--- src/rtl/dmem_arbiter_pkg.sv ---
// Shared constants for the data-memory arbiter: master ids, FSM encoding
// and default bus widths.
package dmem_arb_pkg;

  localparam int ADDR_W_DEF = 14;
  localparam int DATA_W_DEF = 32;

  localparam logic MST_CPU = 1'b0;
  localparam logic MST_LDR = 1'b1;

  typedef enum logic {
    ST_OPEN   = 1'b0,
    ST_LOCKED = 1'b1
  } arb_state_e;

endpackage

--- src/rtl/dmem_arbiter_if.sv ---
// One master port of the data-memory arbiter: request/grant handshake plus
// the read-return path.
interface dmem_arbiter_if
  import dmem_arb_pkg::*;
#(
  parameter int ADDR_W = ADDR_W_DEF,
  parameter int DATA_W = DATA_W_DEF
) ();

  logic              req;
  logic              we;
  logic [ADDR_W-1:0] addr;
  logic [DATA_W-1:0] wdata;
  logic              gnt;
  logic              rvalid;
  logic [DATA_W-1:0] rdata;

  modport master (output req, we, addr, wdata, input gnt, rvalid, rdata);
  modport slave  (input req, we, addr, wdata, output gnt, rvalid, rdata);

endinterface

--- src/rtl/dmem_arbiter_arb_pick.sv ---
// Combinational two-way grant selector; the loader owns the port while
// locked, otherwise a lone request wins and contention goes to 'pref'.
module arb_pick
  import dmem_arb_pkg::*;
(
  input  logic [1:0] req,
  input  logic       pref,
  input  logic       locked,
  output logic [1:0] gnt
);

  always_comb begin
    gnt = 2'b00;
    if (locked) begin
      gnt[MST_LDR] = req[MST_LDR];
    end else if (&req) begin
      gnt[pref] = 1'b1;
    end else begin
      gnt = req;
    end
  end

endmodule

--- src/rtl/dmem_arbiter.sv ---
// Two-master arbiter for the single-port data memory (CPU = m0, loader = m1).
// Define DMEM_ARB_RR_EN for round-robin contention; default is fixed CPU priority.
module dmem_arbiter
  import dmem_arb_pkg::*;
#(
  parameter int ADDR_W = ADDR_W_DEF,
  parameter int DATA_W = DATA_W_DEF
) (
  input  logic              clock,
  input  logic              rst,
  dmem_arbiter_if.slave     m0,
  dmem_arbiter_if.slave     m1,
  input  logic              m1_lock,
  output logic              mem_en,
  output logic              mem_we,
  output logic [ADDR_W-1:0] mem_addr,
  output logic [DATA_W-1:0] mem_wdata,
  input  logic [DATA_W-1:0] mem_rdata,
  output logic              busy
);

  arb_state_e state, state_nxt;
  logic [1:0] req;
  logic [1:0] gnt;
  logic [1:0] rvalid;
  logic       pref;
  logic       sel_ldr;
  logic       cmd_owner;

  assign req = {m1.req, m0.req};

  arb_pick u_pick (
    .req    (req),
    .pref   (pref),
    .locked (state == ST_LOCKED),
    .gnt    (gnt)
  );

  assign m0.gnt  = gnt[MST_CPU];
  assign m1.gnt  = gnt[MST_LDR];
  assign sel_ldr = gnt[MST_LDR];

`ifdef DMEM_ARB_RR_EN
  // Remember the last winner; the other master is preferred on contention.
  logic last_gnt;

  always_ff @(posedge clock or negedge rst) begin
    if (!rst) begin
      last_gnt <= MST_LDR;
    end else if (|gnt) begin
      last_gnt <= sel_ldr;
    end
  end

  assign pref = ~last_gnt;
`else
  assign pref = MST_CPU;
`endif

  always_ff @(posedge clock or negedge rst) begin
    if (!rst) begin
      state <= ST_OPEN;
    end else begin
      state <= state_nxt;
    end
  end

  always_comb begin
    state_nxt = state;
    case (state)
      ST_OPEN:   if (gnt[MST_LDR] && m1_lock) state_nxt = ST_LOCKED;
      ST_LOCKED: if (!m1_lock) state_nxt = ST_OPEN;
      default:   state_nxt = ST_OPEN;
    endcase
  end

  // Address and data hold their last value between accesses.
  always_ff @(posedge clock or negedge rst) begin
    if (!rst) begin
      mem_en    <= 1'b0;
      mem_we    <= 1'b0;
      mem_addr  <= '0;
      mem_wdata <= '0;
      cmd_owner <= MST_CPU;
    end else begin
      mem_en    <= |gnt;
      mem_we    <= (|gnt) & (sel_ldr ? m1.we : m0.we);
      cmd_owner <= sel_ldr;
      if (|gnt) begin
        mem_addr  <= sel_ldr ? m1.addr  : m0.addr;
        mem_wdata <= sel_ldr ? m1.wdata : m0.wdata;
      end
    end
  end

  always_ff @(posedge clock or negedge rst) begin
    if (!rst) begin
      rvalid <= 2'b00;
    end else begin
      rvalid[MST_CPU] <= mem_en & ~mem_we & (cmd_owner == MST_CPU);
      rvalid[MST_LDR] <= mem_en & ~mem_we & (cmd_owner == MST_LDR);
    end
  end

  assign m0.rvalid = rvalid[MST_CPU];
  assign m1.rvalid = rvalid[MST_LDR];
  assign m0.rdata  = mem_rdata;
  assign m1.rdata  = mem_rdata;
  assign busy      = mem_en | (|rvalid);

endmodule
--- src/flat_wrapper.sv ---
// flat-port wrapper written by rule: the top's interface ports become plain ports
module dmem_arbiter_flat import dmem_arb_pkg::*;
#(
  parameter int ADDR_W = ADDR_W_DEF,
  parameter int DATA_W = DATA_W_DEF
)
  (clock, rst, m1_lock, mem_en, mem_we, mem_addr, mem_wdata, mem_rdata, busy, m0_req, m0_we, m0_addr, m0_wdata, m0_gnt, m0_rvalid, m0_rdata, m1_req, m1_we, m1_addr, m1_wdata, m1_gnt, m1_rvalid, m1_rdata);
  dmem_arbiter_if #(.ADDR_W(ADDR_W), .DATA_W(DATA_W)) m0_i ();
  dmem_arbiter_if #(.ADDR_W(ADDR_W), .DATA_W(DATA_W)) m1_i ();
  input  logic clock;
  input  logic rst;
  input  logic m1_lock;
  output logic mem_en;
  output logic mem_we;
  output logic [ADDR_W-1:0] mem_addr;
  output logic [DATA_W-1:0] mem_wdata;
  input  logic [DATA_W-1:0] mem_rdata;
  output logic busy;
  input wire logic [$bits(m0_i.req)-1:0] m0_req;
  input wire logic [$bits(m0_i.we)-1:0] m0_we;
  input wire logic [$bits(m0_i.addr)-1:0] m0_addr;
  input wire logic [$bits(m0_i.wdata)-1:0] m0_wdata;
  output wire logic [$bits(m0_i.gnt)-1:0] m0_gnt;
  output wire logic [$bits(m0_i.rvalid)-1:0] m0_rvalid;
  output wire logic [$bits(m0_i.rdata)-1:0] m0_rdata;
  input wire logic [$bits(m1_i.req)-1:0] m1_req;
  input wire logic [$bits(m1_i.we)-1:0] m1_we;
  input wire logic [$bits(m1_i.addr)-1:0] m1_addr;
  input wire logic [$bits(m1_i.wdata)-1:0] m1_wdata;
  output wire logic [$bits(m1_i.gnt)-1:0] m1_gnt;
  output wire logic [$bits(m1_i.rvalid)-1:0] m1_rvalid;
  output wire logic [$bits(m1_i.rdata)-1:0] m1_rdata;
  assign m0_i.req = m0_req;
  assign m0_i.we = m0_we;
  assign m0_i.addr = m0_addr;
  assign m0_i.wdata = m0_wdata;
  assign m0_gnt = m0_i.gnt;
  assign m0_rvalid = m0_i.rvalid;
  assign m0_rdata = m0_i.rdata;
  assign m1_i.req = m1_req;
  assign m1_i.we = m1_we;
  assign m1_i.addr = m1_addr;
  assign m1_i.wdata = m1_wdata;
  assign m1_gnt = m1_i.gnt;
  assign m1_rvalid = m1_i.rvalid;
  assign m1_rdata = m1_i.rdata;
  dmem_arbiter #(.ADDR_W(ADDR_W), .DATA_W(DATA_W)) u_core (.clock(clock), .rst(rst), .m0(m0_i), .m1(m1_i), .m1_lock(m1_lock), .mem_en(mem_en), .mem_we(mem_we), .mem_addr(mem_addr), .mem_wdata(mem_wdata), .mem_rdata(mem_rdata), .busy(busy));
endmodule
--- config.mk ---
export PLATFORM = sky130hd
export DESIGN_NAME = dmem_arbiter_flat
export DESIGN_NICKNAME = d
export VERILOG_FILES = /design/src/rtl/dmem_arbiter_pkg.sv /design/src/rtl/dmem_arbiter_if.sv /design/src/rtl/dmem_arbiter_arb_pick.sv /design/src/rtl/dmem_arbiter.sv /design/src/flat_wrapper.sv
export SDC_FILE = /design/constraint.sdc
export NUM_CORES = 1
export LEC_CHECK = 0
export ABC_AREA = 1
export CORE_ASPECT_RATIO = 0.75
export CORE_UTILIZATION = 29
export CTS_CLUSTER_DIAMETER = 200
export CTS_CLUSTER_SIZE = 12
export DETAILED_ROUTE_END_ITERATION = 10
export GPL_ROUTABILITY_DRIVEN = 0
export PLACE_DENSITY = 0.87
export SLEW_MARGIN = 0
export SYNTH_ARGS = -nofsm -noshare
export SYNTH_HDL_FRONTEND = slang
export SYNTH_SLANG_ARGS = --single-unit
export TNS_END_PERCENT = 30
--- constraint.sdc ---
create_clock -name clock -period 1 [get_ports clock]
set_clock_uncertainty 0.05 [all_clocks]
set_input_delay 0.2 -clock clock [delete_from_list [all_inputs] [get_ports clock]]
set_output_delay 0.2 -clock clock [all_outputs]
set_load 0.05 [all_outputs]
==> results of run 1 <==
worst max-delay path by stage:
stage                                end  depth (start not counted)  slack (ns)
floorplan               u_core.cmd_owner                          5       -0.19
global placement    u_core.mem_wdata[20]                          5       -0.47
detailed placement  u_core.mem_wdata[30]                          5       -0.54
CTS                               m1_gnt                          5       -0.46
global route                      m1_gnt                          5       -0.49
finish                            m0_gnt                          4       -0.45
power breakdown:
group | total [W] | switching, W | internal, W | leakage (nW)
logic | 0.00340 | 0.00163 | 0.00177 | 1.63
clock network | 0.00180 | 0.000802 | 0.000998 | 0.0691
registers | 0.00263 | 0.000276 | 0.00235 | 0.630
total | 0.00782 | 0.00271 | 0.00512 | 2.33
layout make-up:
class	count	share of cell area (%)
Clock buffer	6	2.64
Clock inverter	2	0.286
Inverter	6	0.500
Multi-Input combinational cell	195	18.1
Sequential cell	52	24.8
Tap cell	132	3.15
Timing Repair Buffer	189	50.5
cell families (layout without fill, tap and decap cells):
family                 count (synthesis)  count (layout)  share of synthesized area, %
AOI/OAI and AO/OA                      2               2                         0.434
buffers and inverters                 95             203                          23.0
DFF                                   52              52                          45.1
and+or+nand+nor                      193             193                          31.4
synthesized netlist by cell type:
library cell  instances
nand3_1             138
nor2_2                1
clkbuf_1              1
buf_2                12
nand2_2               1
buf_6                 3
nor3_1                1
dfrtp_1              52
nand2_1              50
a21boi_1              1
inv_2                 3
nor2_1                1
buf_1                 1
nor3b_1               1
o21ai_1               1
buf_4                72
inv_1                 3
critical path: stages, from the launching register on:
cell and delay [ns]:
dfrtp_1 0.40, buf_4 0.15, nor2_4 0.11, buf_12 0.12
buf_12 0.12
state kept, by name, summed over array words and instances, names as in the netlist:
name / count
u_core.mem_addr: 14
u_core.mem_en: 1
u_core.mem_we: 1
u_core.cmd_owner: 1
u_core.mem_wdata: 32
u_core.rvalid: 2
u_core.state: 1
routing by layer:
layer / share of wire, % / up-vias
li1: - / 1295
met1: 41 / 1378
met2: 48 / 156
met3: 10 / 15
met4: 0.89 / 0
met5: 0 / -
stage by stage:
step                      std cells  power, W  setup TNS (ns)  hold slack (ns)  setup WS [ns]
after floorplan                 342   0.00460           -3.96           -0.146         -0.189
after global placement          555   0.00569          -21.33          -0.0379         -0.475
after detailed placement        555   0.00576          -23.25          -0.0272         -0.535
after CTS                       570   0.00769          -21.82            0.210         -0.463
after global routing            582   0.00815          -27.80            0.232         -0.494
final                           582   0.00782          -22.85            0.218         -0.454
cell usage in the layout (no fill, tap or decap), types with 2 or more instances in the layout:
cell type	n
nand3_1	137
clkdlybuf4s50_1	95
buf_12	61
dfrtp_1	50
nand2_1	47
clkbuf_16	13
buf_4	10
buf_6	7
inv_2	3
clkinvlp_4	3
buf_16	3
nand2_4	2
inv_1	2
nand2_2	2
buf_2	2
dfrtp_2	2
what timing repair did:
item                                    in CTS  in global routing
endpoints found under the setup margin     103                103
gates resized for setup                     13                  7
hold endpoints to repair                    52                  0
buffers inserted                             4                  2
hold buffers                                 1                  0
pin swaps                                    2                  3
cloned                                       2                 11
==> results.md, run 1 <==
- Initial Utilization: 29.9%
- Mean Syn Cell Area: approximately 8.4 µm²
- Reg clk slew, reported paths: approximately 0.070 ns
- Worst reg2reg setup slack: -0.36 ns
- R2r startpoint: u_core.state
- Die area: approximately 10,000 µm²
- Final HPWL DP: between 6 and 7 mm
- Initial DRC count: 135
- Std-Cell Core Area: just under 10,000 µm²
- Worst Path Required: between 0.7 and 0.8 ns
- Post-layout util: about 54%
- Synth area leader: dfrtp_1
- Post-Syn Area: just under 3000 µm²
- CP endpoint kind: output port
- Worst skew pair latency: 0.29 ns
- RSZ-0062 raised after global routing: true
- Status: finished, violations left
- Lkg Pwr: around 2.3 nW
- CTS tree: done
- Critical path launch point type: register
- Area after DPL: 4690 µm²
- Max Root-Sink Buffers: 2
- Final Setup Violations: 102
- Die H: between 80 and 90 µm
- Max cap viols: 0
- Power Dens Cells: around 1500 nW/µm²
- Library cells used by synthesis: 17
- Most used routing layer: met2
- Filler cells: roughly 830
- RR Endpoint: u_core.mem_wdata[3]
- Share of the synthesized area in the top cell type: between 40% and 50%
- R2R cell count: 7
- Synth Warn #: 0
- Global route total overflow: 0
- Grt met1 use: between 10% and 20%
- Multi-input logic area: around 950 µm²
- Class of the worst hold path: in2async
- VDD IR max: approximately 730 µV
- Min cycle time layout: around 1.5 ns
- Crit path DAT: approximately 1.2 ns
- Worst Setup Path Type: reg2out
- Number of vias per cell: between 4 and 5
- Cts bufs inserted: 5
- Largest net degree at the start of global routing: 29
- N_diodes: 0
- Area Overhead vs Synth: 82.0%
- DRC violations left: 0
- # rows: 31
- Crit path launch: u_core.state
- Final Instance Area: 5250 µm²
- Slew margin rel.: between 70% and 80%
- GRT met3 Usage: between 6 and 7%
- Fin nets: between 500 and 600
- Slew Viols, Final: 0
- Vias in the first global route: roughly 2.7k
- Final WL: roughly 10 mm
- Htree depth: 2
- CP Max Fanout: 2
- Sequential share of the synthesized area: approximately 45%
- Worst-margin pin slew: ~0.31 ns
- Die width: 117 µm
- Fmax achieved: about 0.69 GHz
- Met2 usage: between 20% and 30%
- Layout cells sized above 1: about a quarter
- Final hold vios: 0
- First-pass GRT wire length: around 13 mm
- ANT nets after route: 0
- Gate Count Post-Synth: between 300 and 400
- Leading post-synthesis cells by cell area: dfrtp_1 (45%), nand3_1 (24%), buf_4 (19%)
- Routed wire per std cell: roughly 17 µm
- Seq cells post-synth: between 50 and 60
- CTS root buf: clkbuf_16
- Final Cycle Share: 145%
- Via count: between 2k and 3k
- IO Count: 248
- Failing checks: setup timing
- Total GRT Usage: 16.8%
- Initial antenna violation count: 0
- Sink Count: 52
- Number of I/O port buffers: ~150
- DRT Pass-1 Iters: 4
- Worst Setup Slack, final: -0.454 ns
- Post-Syn Nets: 473
- FF/Latch Area: 1300 µm²
Power figures use the tool's default switching activity.
==> run 2: changes to the inputs <==
CELL_PAD_IN_SITES_DETAIL_PLACEMENT = 0   (was unset)
CELL_PAD_IN_SITES_GLOBAL_PLACEMENT = 1   (was unset)
CORE_MARGIN = 4   (was unset)
CORE_UTILIZATION = 19   (was 29)
==> run 2 against run 1 <==
  * Sequential power about the same
  * Fmax up 1.2%
  * The run still ends with setup timing left
  * Critical path depth up 1
  * Cell area down 2.4%
  * Wire length about the same
  * Global-route usage down 5.3 points
  * Flip-flop and latch count unchanged
  * Worst hold slack better by 0.049 ns
==> results.md, run 2 (same netlist as run 1, synthesis figures left out) <==
- Status: finished, violations left
- Failing checks: setup timing
- Initial DRC count: approximately 150
- Filler cells: 1,467
- RR Endpoint: u_core.mem_addr[4]
- Die width: approximately 150 µm
- Pre-CTS setup slack: -0.547 ns
- Number of I/O port buffers: 151
- Crit path DAT: between 1 and 1.5 ns
- Largest net degree at the start of global routing: 53
- Biggest regs: u_core.mem_wdata: 32 flops, u_core.mem_addr: 14 flops, u_core.rvalid: 2 flops
- Min cycle time layout: between 1 and 1.5 ns
- Max cap viols: 0
- Slew Viols, Final: 0
- Die area: between 15,000 and 20,000 µm²
- Final hold vios: 0
- Cts bufs inserted: 5
- Most common cell after layout, fill and taps aside: nand3_1
- CTS root buf: clkbuf_16
- Final cell count without fillers: 641
- Vias in the first global route: between 2k and 3k
- Final Cycle Share: 144%
- Crit path capture: m1_gnt
- Fin nets: 571
- Lkg Pwr: around 2.2 nW
- Reg clk slew, reported paths: 0.07 ns
- First-pass GRT wire length: 15.4 mm
- Worst skew pair latency: approximately 0.29 ns
- Std-Cell Core Area: about 15,000 µm²
- Layout cells sized above 1: 23.1%
- ANT nets after route: 0
- Worst Path Required: ~0.75 ns
- Top reg by flops: u_core.mem_wdata
- Fmax achieved: 0.696 GHz
- Dpl cells: roughly 630
- DRT Pass-1 Iters: 4
- Worst reg2reg setup slack: -0.37 ns
- IO Count: about 250
- Total GRT Usage: a little under an eighth
- Sink Count: 52
- Setup TNS: -22.34 ns
- Max Root-Sink Buffers: 2
- Final Instance Area: 5130 µm²
- N_diodes: 0
- Global route total overflow: 0
- DRC violations left: 0
- Worst hold start: m1_req
- # rows: 38
- RSZ-0062 raised after global routing: true
- Class of the worst hold path: in2reg
- Area Overhead vs Synth: 77.7%
- Most frequent cells in the layout: nand3_1 (138), clkdlybuf4s50_1 (95), buf_12 (59)
- Slew margin rel.: approximately four fifths
- Initial antenna violation count: 0
- Post-layout util: 34.9%
- Final WL: ~10 mm
- Worst Setup Slack, final: -0.437 ns
- Area after DPL: about 4800 µm²
- Max reg flops: 32
- Final HPWL DP: 7.13 mm
- VDD IR max: slightly below 600 µV
- CP Max Fanout: 2
- Routed wire per std cell: about 16 µm
- R2r startpoint: u_core.state
- CTS tree: done
- Htree depth: 2
- Worst-margin pin slew: slightly below 0.3 ns
- Crit path launch: u_core.state
- CP endpoint kind: output port
- Critical path launch point type: register
- R2R cell count: 6
- Final Setup Violations: about 100
- Number of vias per cell: 4.27
- Worst Setup Path Type: reg2out
- Power Dens Cells: around 1500 nW/µm²
- Die H: ~110 µm
- Via count: about 2.7k
- Initial Utilization: approximately a fifth
==> run 2: changes by cell type in the layout (fill, tap and decap cells not counted), sizes merged <==
cell	delta
buf	-3
clkinvlp	-2
bufbuf	+2
clkinv	+1
clkbuf	-8
bufinv	+1
==> run 2: worst min path at each step <==
stage | to | slack, ns | cells after the start
finish | u_core.mem_wdata[31] | 0.27 | 3
CTS | u_core.mem_wdata[31] | 0.27 | 3
floorplan | u_core.cmd_owner | -0.15 | 0
global placement | u_core.mem_addr[10] | 0.17 | 2
global route | u_core.mem_wdata[31] | 0.28 | 3
detailed placement | u_core.mem_addr[10] | 0.17 | 2
==> run 2: repair_timing <==
item / in CTS / in global routing
hold endpoints to repair: 52 / 0
gates resized for setup: 17 / 0
pin swaps: 2 / 0
cloned: 3 / 0
setup endpoints to repair: 103 / 103
hold buffers: 1 / 0
buffers inserted: 3 / 1
==> run 2: power by group <==
| part | total (W) | switching [W] | internal (W) | leakage, nW |
|---|---|---|---|---|
| clock network | 0.00195 | 0.000771 | 0.00118 | 0.0808 |
| registers | 0.00263 | 0.000278 | 0.00235 | 0.630 |
| logic | 0.00323 | 0.00157 | 0.00167 | 1.53 |
==> run 2: layout make-up <==
class	instances	area [µm²]	share of cell area, %
timing repair buffer	180	2440	47.6
sequential	52	1300	25.4
multi-input combinational	195	945	18.4
tap	200	250	4.88
clock buffer	6	129	2.51
clock inverter	2	35.0	0.683
inverter	6	26.3	0.512
==> run 2: metrics by stage <==
step	total power (W)	hold slack (ns)
global placement	0.00573	0.169
floorplan	0.00460	-0.146
global route	0.00818	0.277
finish	0.00781	0.267
detailed placement	0.00578	0.174
CTS	0.00795	0.265
==> run 2: layer usage <==
metal / GRT usage, % / vias up / wire (µm)
met5: 0 / - / 0
met4: 2.68 / 0 / 99
met3: 5.22 / 15 / 1150
met2: 18.9 / 167 / 4660
met1: 13.7 / 1278 / 4090
li1: - / 1280 / -
==> run 2: critical path: stages (launching register included) <==
cell and delay [ns]:
dfrtp_1 0.42, inv_2 0.09, nand2_4 0.05, nand2_4 0.07
clkinvlp_4 0.11, buf_12 0.16
==> run 3: changes to the inputs <==
SKIP_CTS_REPAIR_TIMING = 1   (was unset)
==> run 3 against run 2 <==
  * The run still ends with setup timing left
  * First-iteration DRC count stayed put
  * Largest power group unchanged
  * Critical path depth unchanged
  * Critical path type unchanged
  * Sequential share of layout area rose by 0.36 points
  * Largest cell class unchanged
  * Worst setup slack worse by 0.013 ns
  * Final cell count unchanged
  * Wire length fell by 4.5%
  * Global-route usage down 0.93 points
  * Count of clock-buffer cells in the layout is the same
==> results.md, run 3 (same netlist as run 1, synthesis figures left out) <==
- Most common cell after layout, fill and taps aside: nand3_1
- CTS tree: done
- Sink Count: 52
- Met2 wire length: about 4.4 mm
- Class of the worst hold path: in2reg
- Worst Setup Path Type: reg2out
- Slew margin rel.: 75.8%
- Lkg Pwr: roughly 2.2 nW
- Total GRT Usage: 10.5%
- Biggest regs: u_core.mem_wdata: 32 flops, u_core.mem_addr: 14 flops, u_core.rvalid: 2 flops
- CP endpoint kind: output port
- Crit-path cells: inv_2, nand2_4, nand2_4, clkinvlp_4, buf_12
- Max cap viols: 0
- Final Setup Violations: between 100 and 150
- Initial antenna violation count: 0
- Vias in the first global route: about 2.7k
- Die area: 17,200 µm²
- Slowest stage cell, crit path: dfrtp_1
- Via count: roughly 2.7k
- CTS root buf: clkbuf_16
- Power, Total: 0.00773 W
- Met3 WL: ~1.1 mm
- Final hold vios: 0
- Final Cycle Share: 145%
- RR Endpoint: u_core.mem_wdata[10]
- DRC violations left: 0
- Multi-input logic area: 951 µm²
- Worst hold start: m1_req
- Global route total overflow: 0
- Number of vias per cell: ~4.2
- Cts bufs inserted: 5
- R2R cell count: 6
- Fmax achieved: 0.689 GHz
- WHS Endpoint: u_core.mem_wdata[31]
- Min cycle time layout: 1.45 ns
- Die H: between 100 and 150 µm
- Reg clk slew, reported paths: 0.07 ns
- Initial DRC count: between 100 and 150
- Max Root-Sink Buffers: 2
- Filler cells: approximately 1.5k
- Status: finished, violations left
- Post-layout util: around 34%
- ANT nets after route: 0
- Hold Path Depth: 3
- Fin nets: ~570
- Layout cells sized above 1: around a quarter
- IO Count: 248
- Htree depth: 2
- Final HPWL DP: roughly 7.1 mm
- DRT Pass-1 Iters: 5
- Routed wire per std cell: between 10 and 15 µm
- Number of I/O port buffers: 151
- Failing checks: setup timing
- Top reg by flops: u_core.mem_wdata
- Critical path launch point type: register
- Initial Utilization: 19.6%
- Most used cell, CP: nand2_4
- R2r startpoint: u_core.state
- CP Max Fanout: 3
- Worst Setup Slack, final: -0.450 ns
- Slowest stage delay, CP: about 0.42 ns
- # rows: 38
- Worst skew pair latency: about 0.29 ns
- Worst Path Required: ~0.75 ns
- Largest net degree at the start of global routing: 56
- Pre-CTS setup slack: -0.547 ns
- Slew Viols, Final: 0
- N_diodes: 0
- Setup TNS: -18.65 ns
- Worst-margin pin slew: about 0.36 ns
- Power Dens Cells: 1530 nW/µm²
- WL met1: about 4 mm
- Area Overhead vs Synth: 75.2%
- RSZ-0062 raised after global routing: true
- Most frequent cells in the layout: nand3_1 (137), clkdlybuf4s50_1 (95), buf_12 (57)
- VDD IR max: about 600 µV
- FF/Latch Area: between 1000 and 1500 µm²
- Top sig layer: met4
- Die width: around 150 µm
- First-pass GRT wire length: between 10 and 15 mm
- Crit path DAT: approximately 1.2 ns
- Std-Cell Core Area: roughly 15,000 µm²
- Max reg flops: 32
- Worst reg2reg setup slack: -0.28 ns
- Final WL: between 9 and 10 mm
==> run 3: changes by cell type in the layout (fill, tap and decap cells not counted), sizes merged <==
cell,change
dlymetal6s2s,+1
bufbuf,-2
buf,+1
clkbuf,+1
dlygate4sd2,-1
==> run 3: layout make-up <==
class	instances	share of cell area, %
Inverter	6	0.520
Multi-Input combinational cell	195	18.8
Timing Repair Buffer	180	46.7
Sequential cell	52	25.8
Clock inverter	2	0.693
Tap cell	200	4.95
Clock buffer	6	2.55
==> run 3: power breakdown <==
part / total, W / internal [W] / switching [W]
Sequential: 0.00263 / 0.00235 / 0.000277
Combinational: 0.00315 / 0.00161 / 0.00155
Clock: 0.00194 / 0.00118 / 0.000766
Total: 0.00773 / 0.00514 / 0.00259
==> run 3: critical path, delay by kind of cell, from the launching register on <==
family / cells / cell delay (ns)
AND/OR/NAND/NOR: 2 / 0.13
flip-flops: 1 / 0.42
buffers and inverters: 3 / 0.36
==> run 3: metrics by stage <==
stage	cell area, µm²	hold WS, ns	cells
after floorplan	2900	-0.146	342
after global placement	4770	0.169	625
after detailed placement	4770	0.174	625
after CTS	4940	-0.145	633
after global routing	5060	0.281	641
final	5060	0.266	641
==> run 3: worst max-delay path by stage <==
| stage | start | to | slack (ns) | depth (start not counted) |
|---|---|---|---|---|
| 6_report | u_core.state | m1_gnt | -0.45 | 5 |
| 5_1_grt | u_core.state | m1_gnt | -0.52 | 5 |
| 4_1_cts | u_core.state | m1_gnt | -0.49 | 5 |
| 3_5_place_dp | m0_req | u_core.mem_addr[2] | -0.55 | 5 |
| 3_3_place_gp | m0_req | u_core.mem_addr[2] | -0.49 | 5 |
| 2_1_floorplan | u_core.state | u_core.cmd_owner | -0.19 | 5 |
==> run 3: metal layers <==
metal,track usage (%),vias to the layer above
met1,12.6,1233
li1,-,1273
met4,2.74,0
met2,17.0,171
met5,0,-
met3,5.10,13
